===== config.mk =====
export PLATFORM = sky130hd
export DESIGN_NAME = cerradura_digital
export DESIGN_NICKNAME = d
export VERILOG_FILES = /design/src/rtl/cerradura_digital.sv
export SDC_FILE = /design/constraint.sdc
export NUM_CORES = 1
export LEC_CHECK = 0
export ABC_CLOCK_PERIOD_IN_PS = 2050
export CORE_MARGIN = 2
export CORE_UTILIZATION = 34
export DETAILED_ROUTE_END_ITERATION = 6
export GPL_ROUTABILITY_DRIVEN = 0
export PLACE_DENSITY_LB_ADDON = 0.05
export SLEW_MARGIN = 20
export SYNTH_ARGS = -nofsm -noshare
export SYNTH_HDL_FRONTEND = slang
export SYNTH_SLANG_ARGS = --single-unit

===== constraint.sdc =====
create_clock -name clk -period 2.05 [get_ports clk]
set_clock_uncertainty 0.2 [all_clocks]
set_input_delay 0.41 -clock clk [delete_from_list [all_inputs] [get_ports clk]]
set_output_delay 0.41 -clock clk [all_outputs]
set_load 0.02 [all_outputs]

===== src/rtl/cerradura_digital.sv =====
// cerradura_digital: sequential code lock fed one 3-bit digit per `valido` strobe.
// Each digit is compared against the stored code digit at the current index.
// The result is only acted on once the last digit of the entry has been sampled.
//
// Build option CERRADURA_BLOQUEO_EN:
//   defined     -> after MAX_INT consecutive failed entries the lock goes into a
//                  timed lockout (BLOQUEO) in which every strobe is ignored.
//   not defined -> there is no lockout state. `bloqueado` is tied low and
//                  `intentos` saturates at 3.
//
// All outputs are registered, so none of them depends combinationally on A/valido.

module cerradura_digital #(
    parameter int                 N_DIG     = 4,
    parameter logic [3*N_DIG-1:0] CODIGO    = 12'b110_000_101_011,
    parameter int                 MAX_INT   = 3,
    parameter int                 T_ABIERTO = 8,
    parameter int                 T_BLOQUEO = 16
) (
    input  logic       clk,
    input  logic       rst,
    input  logic [2:0] A,
    input  logic       valido,
    output logic       F,
    output logic       error,
    output logic       bloqueado,
    output logic [1:0] intentos
);

    // Digit index width. N_DIG is at least 2, so this is always at least 1 bit.
    localparam int IW = $clog2(N_DIG);

    // One timer is shared by the open window and the lockout window.
    // It is sized for the longer of the two. It counts down from T-1, so
    // $clog2(T) bits are enough.
    localparam int T_MAX = (T_ABIERTO > T_BLOQUEO) ? T_ABIERTO : T_BLOQUEO;
    localparam int TW    = (T_MAX > 2) ? $clog2(T_MAX) : 1;

    localparam logic [IW-1:0] ULTIMO_IDX    = IW'(N_DIG - 1);
    localparam logic [TW-1:0] CARGA_ABIERTO = TW'(T_ABIERTO - 1);
`ifdef CERRADURA_BLOQUEO_EN
    localparam logic [TW-1:0] CARGA_BLOQUEO = TW'(T_BLOQUEO - 1);
    localparam logic [1:0]    LIMITE_INT    = 2'(MAX_INT);
`endif

    // Without the lockout option the BLOQUEO encoding simply does not exist.
`ifdef CERRADURA_BLOQUEO_EN
    typedef enum logic [1:0] {
        ESPERA  = 2'd0,
        ABIERTO = 2'd1,
        BLOQUEO = 2'd2
    } estado_t;
`else
    typedef enum logic [1:0] {
        ESPERA  = 2'd0,
        ABIERTO = 2'd1
    } estado_t;
`endif

    estado_t       estado;
    logic [IW-1:0] indice;
    logic          coincide;
    logic [TW-1:0] temporizador;

    logic [2:0]    digitos [N_DIG];
    logic [2:0]    digito_codigo;
    logic          digito_ok;
    logic          coincide_sig;
    logic          es_ultimo;

    // Split the packed code into per-digit slices. Digit 0, the first one
    // entered, sits in the least significant bits.
    genvar g;
    generate
        for (g = 0; g < N_DIG; g++) begin : g_digitos
            assign digitos[g] = CODIGO[3*g +: 3];
        end
    endgenerate

    // Per-digit equality comparator. It also folds this digit's result into the running match flag.
    always_comb begin
        digito_codigo = digitos[indice];
        digito_ok     = (A == digito_codigo);
        coincide_sig  = coincide & digito_ok;
        es_ultimo     = (indice == ULTIMO_IDX);
    end

    // Main evaluation FSM. It also owns the attempt counter, the shared timer and all registered outputs.
    always_ff @(posedge clk) begin
        if (rst) begin
            estado       <= ESPERA;
            indice       <= '0;
            coincide     <= 1'b1;
            temporizador <= '0;
            intentos     <= 2'd0;
            F            <= 1'b0;
            error        <= 1'b0;
`ifdef CERRADURA_BLOQUEO_EN
            bloqueado    <= 1'b0;
`endif
        end else begin
            error <= 1'b0;
            case (estado)
                ESPERA: begin
                    if (valido) begin
                        if (es_ultimo) begin
                            indice   <= '0;
                            coincide <= 1'b1;
                            if (coincide_sig) begin
                                estado       <= ABIERTO;
                                F            <= 1'b1;
                                intentos     <= 2'd0;
                                temporizador <= CARGA_ABIERTO;
                            end else begin
                                error <= 1'b1;
`ifdef CERRADURA_BLOQUEO_EN
                                intentos <= intentos + 2'd1;
                                if ((intentos + 2'd1) == LIMITE_INT) begin
                                    estado       <= BLOQUEO;
                                    bloqueado    <= 1'b1;
                                    temporizador <= CARGA_BLOQUEO;
                                end
`else
                                if (intentos != 2'd3) begin
                                    intentos <= intentos + 2'd1;
                                end
`endif
                            end
                        end else begin
                            indice   <= indice + IW'(1);
                            coincide <= coincide_sig;
                        end
                    end
                end

                ABIERTO: begin
                    if (temporizador == '0) begin
                        estado   <= ESPERA;
                        F        <= 1'b0;
                        indice   <= '0;
                        coincide <= 1'b1;
                    end else begin
                        temporizador <= temporizador - TW'(1);
                    end
                end

`ifdef CERRADURA_BLOQUEO_EN
                BLOQUEO: begin
                    if (temporizador == '0) begin
                        estado    <= ESPERA;
                        bloqueado <= 1'b0;
                        intentos  <= 2'd0;
                        indice    <= '0;
                        coincide  <= 1'b1;
                    end else begin
                        temporizador <= temporizador - TW'(1);
                    end
                end
`endif

                default: begin
                    estado   <= ESPERA;
                    F        <= 1'b0;
                    indice   <= '0;
                    coincide <= 1'b1;
                end
            endcase
        end
    end

`ifndef CERRADURA_BLOQUEO_EN
    // Lockout is not built in this configuration, so the indicator stays low.
    assign bloqueado = 1'b0;
`endif

endmodule


==> flow_summary.toml <==
[cts]
h-tree-depth = 1
post_cts_resized = 0
ctsHoldBuffers = 0
cts_max_path_buffers = 2
cts_buffers = 3
cts_root_buffer = "clkbuf_4"
clock_sinks = 11
cts_tree = "built"
cts_setup_buffers = 0
clkTransAtPathRegs_ns = 0.07
clk_latency_ns = 0.27

[synthesis]
yosys-top-cells-area = "dfxtp_1 38%, ha_1 6.4%, nor3_1 4.3%, o21ai_0 4.3%, nand2_1 3.8%"
seq_area_frac_synth_pct = 37.5
synth_cells = 69
synth_area_sq_um = 587
synthDistinctLibCells = 29
yosys_warnings = 0
syn_area_per_cell_sq_um = 8.50
synth_top_cell_by_area = "dfxtp_1"
syn-num-nets = 78
ys_ff_latch = 11
synth_top_area_share_pct = 37.5

[pwr]
power.leakage_nw = 0.305
powerDensity_nw_per_um2 = 578
irDropWorstVdd_uv = 345

[setup_path]
r2r-end = "intentos[1]$_SDFFE_PP0P_"
cp.arrival_ns = 1.98
critPathTopFamily = "simple AND/OR/NAND/NOR gates"
crit_required_ns = 2.05
cpMaxStageDelayCell = "or4b_1"
path_cells = "ha_1 -> xor2_1 -> and4_1 -> or4b_1 -> a21oi_1"
critical_path_class = "reg -> reg"
cp-end-kind = "register"
reg2reg_from = "indice[0]$_SDFFE_PP0P_"
cp-start-kind = "register"
slowest_delay_ns = 0.50
cp.buffers_inverters = 0
crit_fanout = 5
r2r_cells = 5
r2r_slack_ns = 0.07

[floorplanning]
core-area_sq_um = 1670
die_h_microns = 45.5
die_area_sq_um = 2070
io_pins = 11
die_w_microns = 45.5
start_util_pct = 35.1
num_rows = 15

[global_routing]
grt_overflow_total = 0
track_usage_pct = 14.2
grt_max_degree = 12
grt_antenna_before_repair = 0
grt_pass1_vias = 477
grt_pass1_wl_microns = 2070

[routing]
dr.pass1.iters = 4
drc_errors = 0
totalWireLength_microns = 1190
drtIter0Drc = 8
wl_per_cell_microns = 11.9
num_vias = 519
drtAntennaViolNets = 0
viasPerCell = 5.19

[sta]
setup_tns_ns = 0
fin_ws_ns = 0.0711
setup_viol = 0
holdWs_ns = 0.304
max_freq_ghz = 0.505
post-route-min-period_ns = 1.98
hold_viol = 0
finalCritPeriodShare_pct = 96.5
slew_violations = 0
rsz0062_at_grt = "false"

[placement]
place_ws_ns = -0.0863
portBuffers = 9
hpwl_microns = 902

[worst_hold_path]
hp-class = "reg -> reg"
min_to = "intentos[1]$_SDFFE_PP0P_"
min_path_cells = 2
hold_start = "intentos[1]$_SDFFE_PP0P_"

[final_layout]
drive_gt1_share_pct = 13.3
area_growth_syn_to_layout_pct = 26.7
antenna_cells = 0
finalNetCount = 93
post-route-util_pct = 44.5

[flow_run]
cap_violations = 0

[outcome]
status = "finished, final reports clean"
[tightest hold or removal path: cells and delay by family, from the launching register on]
kind	cells	cell delay, ns
AO/OA/AOI/OAI	2	0.13
flip-flops	1	0.33
[synth_stat cells, drive strengths merged]
| library cell | count |
|---|---|
| dfxtp | 11 |
| ha | 3 |
| a311o | 1 |
| nand2 | 6 |
| o31a | 1 |
| o211ai | 1 |
| nor2 | 3 |
| clkbuf | 3 |
| nor4b | 1 |
| and4 | 1 |
| a21oi | 3 |
| a31oi | 2 |
| a41oi | 1 |
| xor2 | 2 |
| or4 | 1 |
| a311oi | 2 |
| inv | 4 |
| nor2b | 1 |
| nor3 | 5 |
| mux2 | 1 |
| nand2b | 1 |
| buf | 2 |
| o21ai | 5 |
| nand3 | 4 |
| conb | 1 |
| or4b | 1 |
| xnor2 | 1 |
| or4bb | 1 |
[layout by cell type (no fill, tap or decap), types with 2 or more instances in the layout]
master           instances
nor2_1                   3
a31oi_1                  2
nand2_1                  6
a311oi_1                 2
clkbuf_4                 3
inv_1                    4
dfxtp_1                 10
buf_4                    6
o21ai_0                  5
xor2_1                   2
a21oi_1                  3
nand3_1                  4
clkdlybuf4s50_1          8
nor3_1                   5
ha_1                     3
[area by class of cell]
cell class	count	area, sq um
Clock buffer	4	26.3
Fill cell	171	927
Tap cell	17	21.3
Multi-Input combinational cell	49	322
Inverter	4	15.0
Sequential cell	11	221
Timing Repair Buffer	15	138
[how the worst max path moves through the flow]
stage,from,end,slack [ns],cells after the start
after CTS,indice[0]$_SDFFE_PP0P_,intentos[1]$_SDFFE_PP0P_,0.05,5
final,indice[0]$_SDFFE_PP0P_,intentos[1]$_SDFFE_PP0P_,0.07,5
after floorplan,indice[1]$_SDFFE_PP0P_,intentos[1]$_SDFFE_PP0P_,0.07,6
after global routing,indice[0]$_SDFFE_PP0P_,intentos[1]$_SDFFE_PP0P_,0.006,5
after detailed placement,A[0],intentos[1]$_SDFFE_PP0P_,-0.09,5
after global placement,A[1],intentos[1]$_SDFFE_PP0P_,-0.06,5
[per-layer routing]
| metal | wire length (microns) | vias to the layer above | global-route usage [%] |
|---|---|---|---|
| met5 | 0 | - | 0 |
| met4 | 12 | 0 | 5.29 |
| met3 | 60 | 2 | 5.95 |
| met2 | 516 | 12 | 18.9 |
| met1 | 602 | 229 | 20.0 |
| li1 | - | 276 | - |
[per-stage QoR]
step | total power, mW | cells | cell area [sq um]
global placement | 0.282 | 96 | 713
floorplan | 0.261 | 69 | 587
detailed placement | 0.282 | 96 | 713
global route | 0.456 | 100 | 743
CTS | 0.438 | 100 | 739
finish | 0.430 | 100 | 743
[sequential cells by signal, indices dropped and copies added (netlist names)]
name          flops
intentos          2
temporizador      4
F                 1
indice            2
error             1
coincide          1
[logic make-up (layout without fill, tap and decap cells)]
group	Yosys count	in the layout	share of synthesized area, %
buf+inv	9	23	7.68
xor+xnor	3	3	4.48
other cells	1	1	0.639
simple gates	25	25	23.5
fa+ha+maj	3	3	6.40
flops	11	11	37.5
compound gates	16	16	17.9
mux	1	1	1.92
[report_power, final]
part	total [mW]	switching, mW	internal, mW
clock network	0.152	0.0768	0.0754
registers	0.223	0.00383	0.219
logic	0.0546	0.0259	0.0287
total	0.430	0.107	0.323
(Power assumes the default switching activity.)
